## src/rtl/game_ctrl_if.sv

```systemverilog
// Keyboard/finish inputs and registered game-state outputs of the game controller.
interface game_ctrl_if;
    logic [127:0] key_down;
    logic [8:0]   last_change;
    logic         key_valid;
    logic         finish;
    logic [1:0]   state;
    logic         mode;
    logic [6:0]   value;
    logic [1:0]   cd_digit;
    logic         start_pulse;

    modport master (
        output key_down, last_change, key_valid, finish,
        input  state, mode, value, cd_digit, start_pulse
    );

    modport slave (
        input  key_down, last_change, key_valid, finish,
        output state, mode, value, cd_digit, start_pulse
    );
endinterface

```

## src/rtl/game_ctrl.sv

```systemverilog
// Typing-game front-end controller: mode/length selection, 3-2-1 countdown,
// in-game and finish states driven by keyboard press events.
module game_ctrl #(
    parameter int TICK = 100000000
) (
    input  logic        clk,
    input  logic        rst,
    game_ctrl_if.slave  bus
);
    localparam int CNT_W = (TICK > 1) ? $clog2(TICK) : 1;
    localparam logic [CNT_W-1:0] CNT_LAST = CNT_W'(TICK - 1);

    localparam logic [6:0] SC_TAB   = 7'd13;
    localparam logic [6:0] SC_MINUS = 7'd78;
    localparam logic [6:0] SC_EQUAL = 7'd85;
    localparam logic [6:0] SC_ENTER = 7'd90;
    localparam logic [6:0] SC_ESC   = 7'd118;

    typedef enum logic [1:0] {
        S_SELECT    = 2'd0,
        S_COUNTDOWN = 2'd1,
        S_INGAME    = 2'd2,
        S_FINISH    = 2'd3
    } state_t;

    state_t           state_reg;
    logic             mode_reg, mode_next;
    logic [1:0]       idx_reg, idx_next;
    logic [6:0]       value_reg;
    logic [1:0]       cd_digit_reg;
    logic             start_pulse_reg;
    logic [CNT_W-1:0] cnt_reg;

    logic [6:0] code;
    logic       press;
    logic       is_tab, is_minus, is_equal, is_enter, is_esc;

    // Only make events of the base (non-extended) code page count as presses.
    assign code     = bus.last_change[6:0];
    assign press    = bus.key_valid && (bus.last_change[8:7] == 2'b00) && bus.key_down[code];
    assign is_tab   = press && (code == SC_TAB);
    assign is_minus = press && (code == SC_MINUS);
    assign is_equal = press && (code == SC_EQUAL);
    assign is_enter = press && (code == SC_ENTER);
    assign is_esc   = press && (code == SC_ESC);

    function automatic logic [6:0] table_value(input logic m, input logic [1:0] i);
        logic [6:0] v;
        case ({m, i})
            3'b000:  v = 7'd15;
            3'b001:  v = 7'd30;
            3'b010:  v = 7'd60;
            3'b011:  v = 7'd120;
            3'b100:  v = 7'd10;
            3'b101:  v = 7'd25;
            3'b110:  v = 7'd50;
            default: v = 7'd100;
        endcase
        return v;
    endfunction

    always_comb begin
        mode_next = mode_reg;
        idx_next  = idx_reg;
        if (state_reg == S_SELECT) begin
            if (is_tab)
                mode_next = ~mode_reg;
            if (is_equal && idx_reg != 2'd3)
                idx_next = idx_reg + 2'd1;
            if (is_minus && idx_reg != 2'd0)
                idx_next = idx_reg - 2'd1;
        end
    end

    always_ff @(posedge clk) begin
        if (!rst) begin
            state_reg       <= S_SELECT;
            mode_reg        <= 1'b0;
            idx_reg         <= 2'd0;
            value_reg       <= 7'd15;
            cd_digit_reg    <= 2'd0;
            start_pulse_reg <= 1'b0;
            cnt_reg         <= '0;
        end else begin
            mode_reg        <= mode_next;
            idx_reg         <= idx_next;
            value_reg       <= table_value(mode_next, idx_next);
            start_pulse_reg <= 1'b0;
            case (state_reg)
                S_SELECT: begin
                    if (is_enter) begin
                        state_reg    <= S_COUNTDOWN;
                        cnt_reg      <= '0;
                        cd_digit_reg <= 2'd3;
                    end
                end
                S_COUNTDOWN: begin
                    if (is_esc) begin
                        state_reg    <= S_SELECT;
                        cnt_reg      <= '0;
                        cd_digit_reg <= 2'd0;
                    end else if (cnt_reg == CNT_LAST) begin
                        cnt_reg <= '0;
                        if (cd_digit_reg == 2'd1) begin
                            state_reg       <= S_INGAME;
                            cd_digit_reg    <= 2'd0;
                            start_pulse_reg <= 1'b1;
                        end else begin
                            cd_digit_reg <= cd_digit_reg - 2'd1;
                        end
                    end else begin
                        cnt_reg <= cnt_reg + CNT_W'(1);
                    end
                end
                S_INGAME: begin
                    // Abort takes priority over a simultaneous game-over.
                    if (is_esc) begin
                        state_reg    <= S_SELECT;
                        cnt_reg      <= '0;
                        cd_digit_reg <= 2'd0;
                    end else if (bus.finish) begin
                        state_reg <= S_FINISH;
                    end
                end
                default: begin
                    if (is_enter || is_esc)
                        state_reg <= S_SELECT;
                end
            endcase
        end
    end

    assign bus.state       = state_reg;
    assign bus.mode        = mode_reg;
    assign bus.value       = value_reg;
    assign bus.cd_digit    = cd_digit_reg;
    assign bus.start_pulse = start_pulse_reg;
endmodule
```

## src/flat_wrapper.sv

```systemverilog
// flat-port wrapper written by rule: the top's interface ports become plain ports
module game_ctrl_flat 
#(
    parameter int TICK = 100000000
)
  (clk, rst, bus_key_down, bus_last_change, bus_key_valid, bus_finish, bus_state, bus_mode, bus_value, bus_cd_digit, bus_start_pulse);
  game_ctrl_if bus_i ();
  input  logic clk;
  input  logic rst;
  input wire logic [$bits(bus_i.key_down)-1:0] bus_key_down;
  input wire logic [$bits(bus_i.last_change)-1:0] bus_last_change;
  input wire logic [$bits(bus_i.key_valid)-1:0] bus_key_valid;
  input wire logic [$bits(bus_i.finish)-1:0] bus_finish;
  output wire logic [$bits(bus_i.state)-1:0] bus_state;
  output wire logic [$bits(bus_i.mode)-1:0] bus_mode;
  output wire logic [$bits(bus_i.value)-1:0] bus_value;
  output wire logic [$bits(bus_i.cd_digit)-1:0] bus_cd_digit;
  output wire logic [$bits(bus_i.start_pulse)-1:0] bus_start_pulse;
  assign bus_i.key_down = bus_key_down;
  assign bus_i.last_change = bus_last_change;
  assign bus_i.key_valid = bus_key_valid;
  assign bus_i.finish = bus_finish;
  assign bus_state = bus_i.state;
  assign bus_mode = bus_i.mode;
  assign bus_value = bus_i.value;
  assign bus_cd_digit = bus_i.cd_digit;
  assign bus_start_pulse = bus_i.start_pulse;
  game_ctrl #(.TICK(TICK)) u_core (.clk(clk), .rst(rst), .bus(bus_i));
endmodule
```

## config.mk

```make
export PLATFORM = sky130hd
export DESIGN_NAME = game_ctrl_flat
export DESIGN_NICKNAME = d
export VERILOG_FILES = /design/src/rtl/game_ctrl_if.sv /design/src/rtl/game_ctrl.sv /design/src/flat_wrapper.sv
export SDC_FILE = /design/constraint.sdc
export NUM_CORES = 1
export LEC_CHECK = 0
export BUFFER_PORTS_ARGS = -buffer_cell sky130_fd_sc_hd__buf_2
export CAP_MARGIN = 20
export CELL_PAD_IN_SITES_DETAIL_PLACEMENT = 1
export CELL_PAD_IN_SITES_GLOBAL_PLACEMENT = 1
export CORE_MARGIN = 10
export CORE_UTILIZATION = 36
export CTS_CLUSTER_SIZE = 24
export DETAILED_ROUTE_END_ITERATION = 12
export PLACE_DENSITY_LB_ADDON = 0.1
export SLEW_MARGIN = 20
export SYNTH_ARGS = -nofsm -noshare
export SYNTH_HDL_FRONTEND = slang
export SYNTH_SLANG_ARGS = --single-unit
```

## constraint.sdc

```tcl
create_clock -name clk -period 4.8 [get_ports clk]
set_input_delay 1.44 -clock clk [delete_from_list [all_inputs] [get_ports clk]]
set_output_delay 1.44 -clock clk [all_outputs]
set_load 0.01 [all_outputs]
```

Yosys cells after proc, flatten, opt, wreduce, memory -nomap -nowiden. Index checks and enable logic that the tools add are counted.

Memories: 0. Bits in latches: 0. Output and inout port bits: 13. Bits in writable memories: 0. Input port bits: 141. Memory bits (read-only): 0. Flip-flop bits (word level): 42.

Eq/ne operators: 21. Div/mod/pow operators: 0. Mux-type cells: 28. Reduce and logical (&&, ||, !) cells: 20. Add/sub/neg operators: 4. $lt $le $gt $ge: 1. Multiply operators: 0. Bitwise operators: 4. Shifts and indexed selects: 0.

Operators with widths (number): $mux W27 (4); $pmux W27 S3 (1); $pmux W7 S7 (1); $mux W2 (15); $eq A7 B7 Y1 const B (4); $add A27 B1 Y27 const B (1); $eq A27 B27 Y1 const B (1); $pmux W2 S3 (2); $eq A3 B3 Y1 const B (3); $logic_and A1 B1 Y1 (9); $lt A7 B8 Y1 const B (1); $bmux W1 S7 (1); $eq A7 B4 Y1 const B (1); $eq A3 B2 Y1 const B (2); $ne A3 B1 Y1 const B (2); $reduce_and A5 Y1 (1); $eq A2 B1 Y1 const B (2); $logic_not A2 Y1 (2); $mux W1 (4); $ne A2 B1 Y1 const B (2); $not A1 Y1 (4); $reduce_and A4 Y1 (1); $reduce_bool A4 Y1 (1); $reduce_or A4 Y1 (1); other kinds (11) (12).

Logic depth before layout (Yosys ltp).
Word-level depth: 10. Gate-level depth with buffers: 12. Mapped depth without buffers: 9.

Worst setup path after synthesis. Ideal clock, no wire load.

Path kind: input port to flip-flop. From: input port bus_last_change[1]. To: register u_core.cnt_reg[19]. Arrival: 3.453 ns. Library setup time: 0.070 ns. Cell stages on the path: 10. Path slack: 1.277 ns. Cell sequence: buf_6 > buf_12 > mux2i_1 > a2111oi_1 > a31o_2 > nor3_4 > a31oi_4 > nand2_4 > or4_1 > a21oi_1.

Cells in the longest elaborated chain, start to end: 6. Elaborated cells between the ends (all ways): 12. Those cells by class: eq/ne (4); mux (4); reduce/logical (4).

Ends and longest elaborated chain: start, declared (RTL line flat_wrapper.sv:11) `input wire logic [$bits(bus_i.last_change)-1:0] bus_last_change;`; $bmux W1 S7 (RTL line game_ctrl.sv:40) `assign press = bus.key_valid && (bus.last_change[8:7] == 2'b00) && bus.key_down[code];`; $mux W1 (not written as such) (RTL line game_ctrl.sv:40); $logic_and A1 B1 Y1 (RTL line game_ctrl.sv:40); $logic_and A1 B1 Y1 (on tied branches) (RTL line game_ctrl.sv:45, game_ctrl.sv:44); $mux W27 or $ne A2 B1 Y1 (tied branches); $pmux W27 S3 or $reduce_and A3 Y1 (tied branches); end signal, assigned (RTL line game_ctrl.sv:112) `cnt_reg <= cnt_reg + CNT_W'(1);`; end, declared (RTL line game_ctrl.sv:32) `logic [CNT_W-1:0] cnt_reg;`.

Parallel ways exist; a longest one is shown, timed or not. The select of a mux whose other input is x is not followed. A chain may end at the register's enable or synchronous reset.

Final worst setup path.
From: input port bus_last_change[1]. To: register u_core.cnt_reg[15].

Same word-level chain as after synthesis.

==> impl_metrics.csv <==
group,metric,value,unit
timing,finalMaxSlewViolations,0,
power,p_total,0.000740,W
floorplan,die_w,113,um
grt,grt_pass1_wl,16100,um
setup_path,crit_type,"in2reg",
synth,ys_async_sr_fraction,0,%
place,dp_slack,0.469,ns
place,place_congestion,0.787,
floorplan,num_io_pins,154,
synth,synth_top_family_by_area,"simple AND/OR/NAND/NOR gates",
place,hpwl,7810,um
cts,htreeDepth,2,
timing,worst_pin_slew,0.880,ns
floorplan,dieArea,12800,um2
timing,setup_viol,0,
cts,clockRootBuffer,"clkbuf_8",
floorplan,core_area,8340,um2
grt,grt_max_degree,23,
route,drt_iter0_drc,90,
cells_and_area,fill_cells,1019,
place,io_buffers,105,
synth,netlist.area_leader.share,26.9,%
timing,hold_viol_final,0,
cells_and_area,fin_area,3770,um2
route,antenna_left,0,
synth,synth_top_area_cell,"dfxtp_1",
cells_and_area,seq_area,841,um2
power,ir_drop,0.0906,mV
place,postPlaceCellArea,3680,um2
timing,fin_crit,3.96,ns
synth,synth_nets,496,
worst_hold_path,min_from,"u_core.bus.cd_digit[1]$_SDFFE_PN0P_",
cells_and_area,final_cells,550,
worst_hold_path,hold_end,"u_core.bus.cd_digit[1]$_SDFFE_PN0P_",
synth,synth_compound_area_share,16.4,%
synth,synth_edf_count,0,
synth,syn_area,3130,um2
setup_path,end_kind,"flip-flop",
synth,synthMuxAreaShare,17.6,%
synth,yosysSeqAreaShare,26.9,%
cells_and_area,area_delta_synth_final,20.5,%
route,drc,0,
route,wire_per_inst,17.2,um
timing,rsz0062_at_grt,"no",
cts,cts_tree,"yes",
grt,grt.overflow.total,0,
run,cap_violations,0,
cts,clock-sinks,42,
setup_path,critPathLaunchType,"primary input",
cells_and_area,multi_input_area,2110,um2
synth,synth_warnings,0,
route,vias_per_cell,5.56,
synth,avgSynthCellArea,9.01,um2
setup_path,cp_data_arrival_time,4.18,ns
route,drtPass1Iterations,4,
setup_path,critPathRequiredTime,5.02,ns
cts,clk_pin_slew,0.08,ns
synth,yosys.area_share.simple,25.9,%
cells_and_area,drive_above_1_share,32.4,%
setup_path,cp-startpoint,"bus_last_change[1]",
cells_and_area,nets,593,
floorplan,initial_core_util,37.5,%
power,p_per_area,196,nW/um2
route,dr_total_vias,3058,
setup_path,reg2reg_from,"u_core.cnt_reg[0]$_SDFFE_PN0P_",
timing,setup_ws,0.842,ns
cts,postCtsHoldBufs,0,
power,p_leak,1.58,nW
route,wl,9470,um
setup_path,cp_max_fo,22,
worst_hold_path,whs_path_depth,2,
synth,synth-adder-area-share,3.20,%
cells_and_area,n_antenna_cell,0,
timing,timing.setup.tns,0,ns
synth,ys.flop_type,"dfxtp_1",
synth,synthCells,347,
setup_path,r2r_slack,2.11,ns
floorplan,fp-row-count,33,
timing,max-slew-margin-rel,40.9,%
timing,min_period_over_period,82.5,%
cts,clk_latency,0.29,ns
setup_path,r2r_cells,7,
cts,cts_setup_buffers,0,
synth,ys_top_cells_by_area,"dfxtp_1 27%, mux2i_1 7.0%, mux4_2 6.5%, nor2_1 3.6%, nand3_1 3.5%",
timing,finalClockSkew,0.00651,ns
cells_and_area,largest_reg_flops,27,
grt,grt_usage,14.6,%
synth,synth_xor_area_share,4.48,%
cts,clk_path_buf_depth,2,
run_status,status,"complete, no violations",
grt,antenna_found_initial,0,
grt,grt_pass1_vias,3385,
place,place_inst,542,
floorplan,die_h,113,um
cts,cts_resized,0,
synth,yosysUniqueCellTypes,68,
worst_hold_path,min_path_type,"reg2reg",
timing,max_freq,253,MHz
setup_path,reg2reg_to,"u_core.cnt_reg[16]$_SDFFE_PN0P_",
synth,ys_ff_latch,42,
cts,cts_made_buffers,5,
==> cell type report <==
type                       instances  share of cell area, %
clock buffer                       6                   1.93
clock inverter                     2                  0.365
timing repair buffer             109                   14.7
inverter                          11                   1.10
sequential                        42                   22.3
tap                              105                   3.49
multi-input combinational        275                   56.1
==> placed cells by master, fill, tap and decap left out, types with 3 or more instances in the layout <==
cell type and count:
a21oi_1 19, a22oi_1 3, and2_1 6, and3_1 8, and4_1 3, buf_2 105
buf_4 4, clkbuf_8 5, dfxtp_1 42, ha_1 8, inv_1 10, mux2i_1 22
mux4_1 4, mux4_2 9, nand2_1 21, nand2b_1 3, nand3_1 22, nand4_1 7
nor2_1 30, nor3_1 11, nor4b_1 3, o21ai_0 15, o22ai_1 3, o31ai_1 5
or3_1 5, or4_1 5, xnor2_1 4, xor2_1 12
==> synthesized netlist by cell type, drive strengths merged, types with 3 or more instances <==
cell type and number:
or4 5, o22ai 3, mux4 13, o31ai 6, nor2 30, nand4 7, nand3 22, and2 6
inv 10, ha 8, nor3 12, o21ai 16, buf 13, and3 10, a21oi 20, clkbuf 6
dfxtp 42, nand3b 3, nand2 24, a2111oi 3, xnor2 4, and4 3, nand2b 3, mux2i 22
or3 5, a22oi 3, a31oi 3, nor4b 3, xor2 12
==> how the worst max path moves through the flow <==
stage,endpoint,slack [ns],cells past startpoint
after detailed placement,u_core.cnt_reg[13]$_SDFFE_PN0P_,0.47,8
after global placement,u_core.cnt_reg[13]$_SDFFE_PN0P_,0.54,8
final,u_core.cnt_reg[15]$_SDFFE_PN0P_,0.84,8
after CTS,u_core.cnt_reg[15]$_SDFFE_PN0P_,0.78,8
after floorplan,u_core.cnt_reg[19]$_SDFFE_PN0P_,1.28,10
after global routing,u_core.cnt_reg[21]$_SDFFE_PN0P_,0.59,9
==> cell families after synthesis <==
| logic type | Yosys count |
|---|---|
| fa+ha+maj | 8 |
| simple gates | 145 |
| flops | 42 |
| buf+inv | 30 |
| mux | 37 |
| compound gates | 69 |
| xor+xnor | 16 |
==> layer usage <==
| metal | wire length (um) | vias to the layer above | global-route usage (%) | share of wire, % |
|---|---|---|---|---|
| met5 | 0 | - | 0 | 0 |
| met4 | 89 | 0 | 3.72 | 0.94 |
| met3 | 669 | 5 | 4.70 | 7.1 |
| met2 | 4790 | 71 | 27.3 | 51 |
| met1 | 3920 | 1476 | 15.4 | 41 |
| li1 | - | 1506 | - | - |
==> per-stage QoR <==
stage / util, % / hold WS (ns)
global route: 45.2 / 0.517
global placement: 44.1 / 0.461
detailed placement: 44.1 / 0.471
CTS: 45.2 / 0.484
finish: 45.2 / 0.480
floorplan: - / 0.448
==> critical path: stages <==
cell      delay (ns)
buf_2           0.43
mux4_1          0.65
mux2_2          0.31
o311ai_4        0.40
a31oi_4         0.30
o21ai_2         0.16
nand2_2         0.27
a21oi_1         0.21
==> where the power goes <==
part | total, W | internal, W | leakage [nW] | switching, W
combinational | 0.000152 | 0.0000768 | 1.19 | 0.0000756
clock | 0.000228 | 0.000103 | 0.0452 | 0.000125
sequential | 0.000360 | 0.000356 | 0.339 | 0.00000409
(Power assumes the default switching activity.)
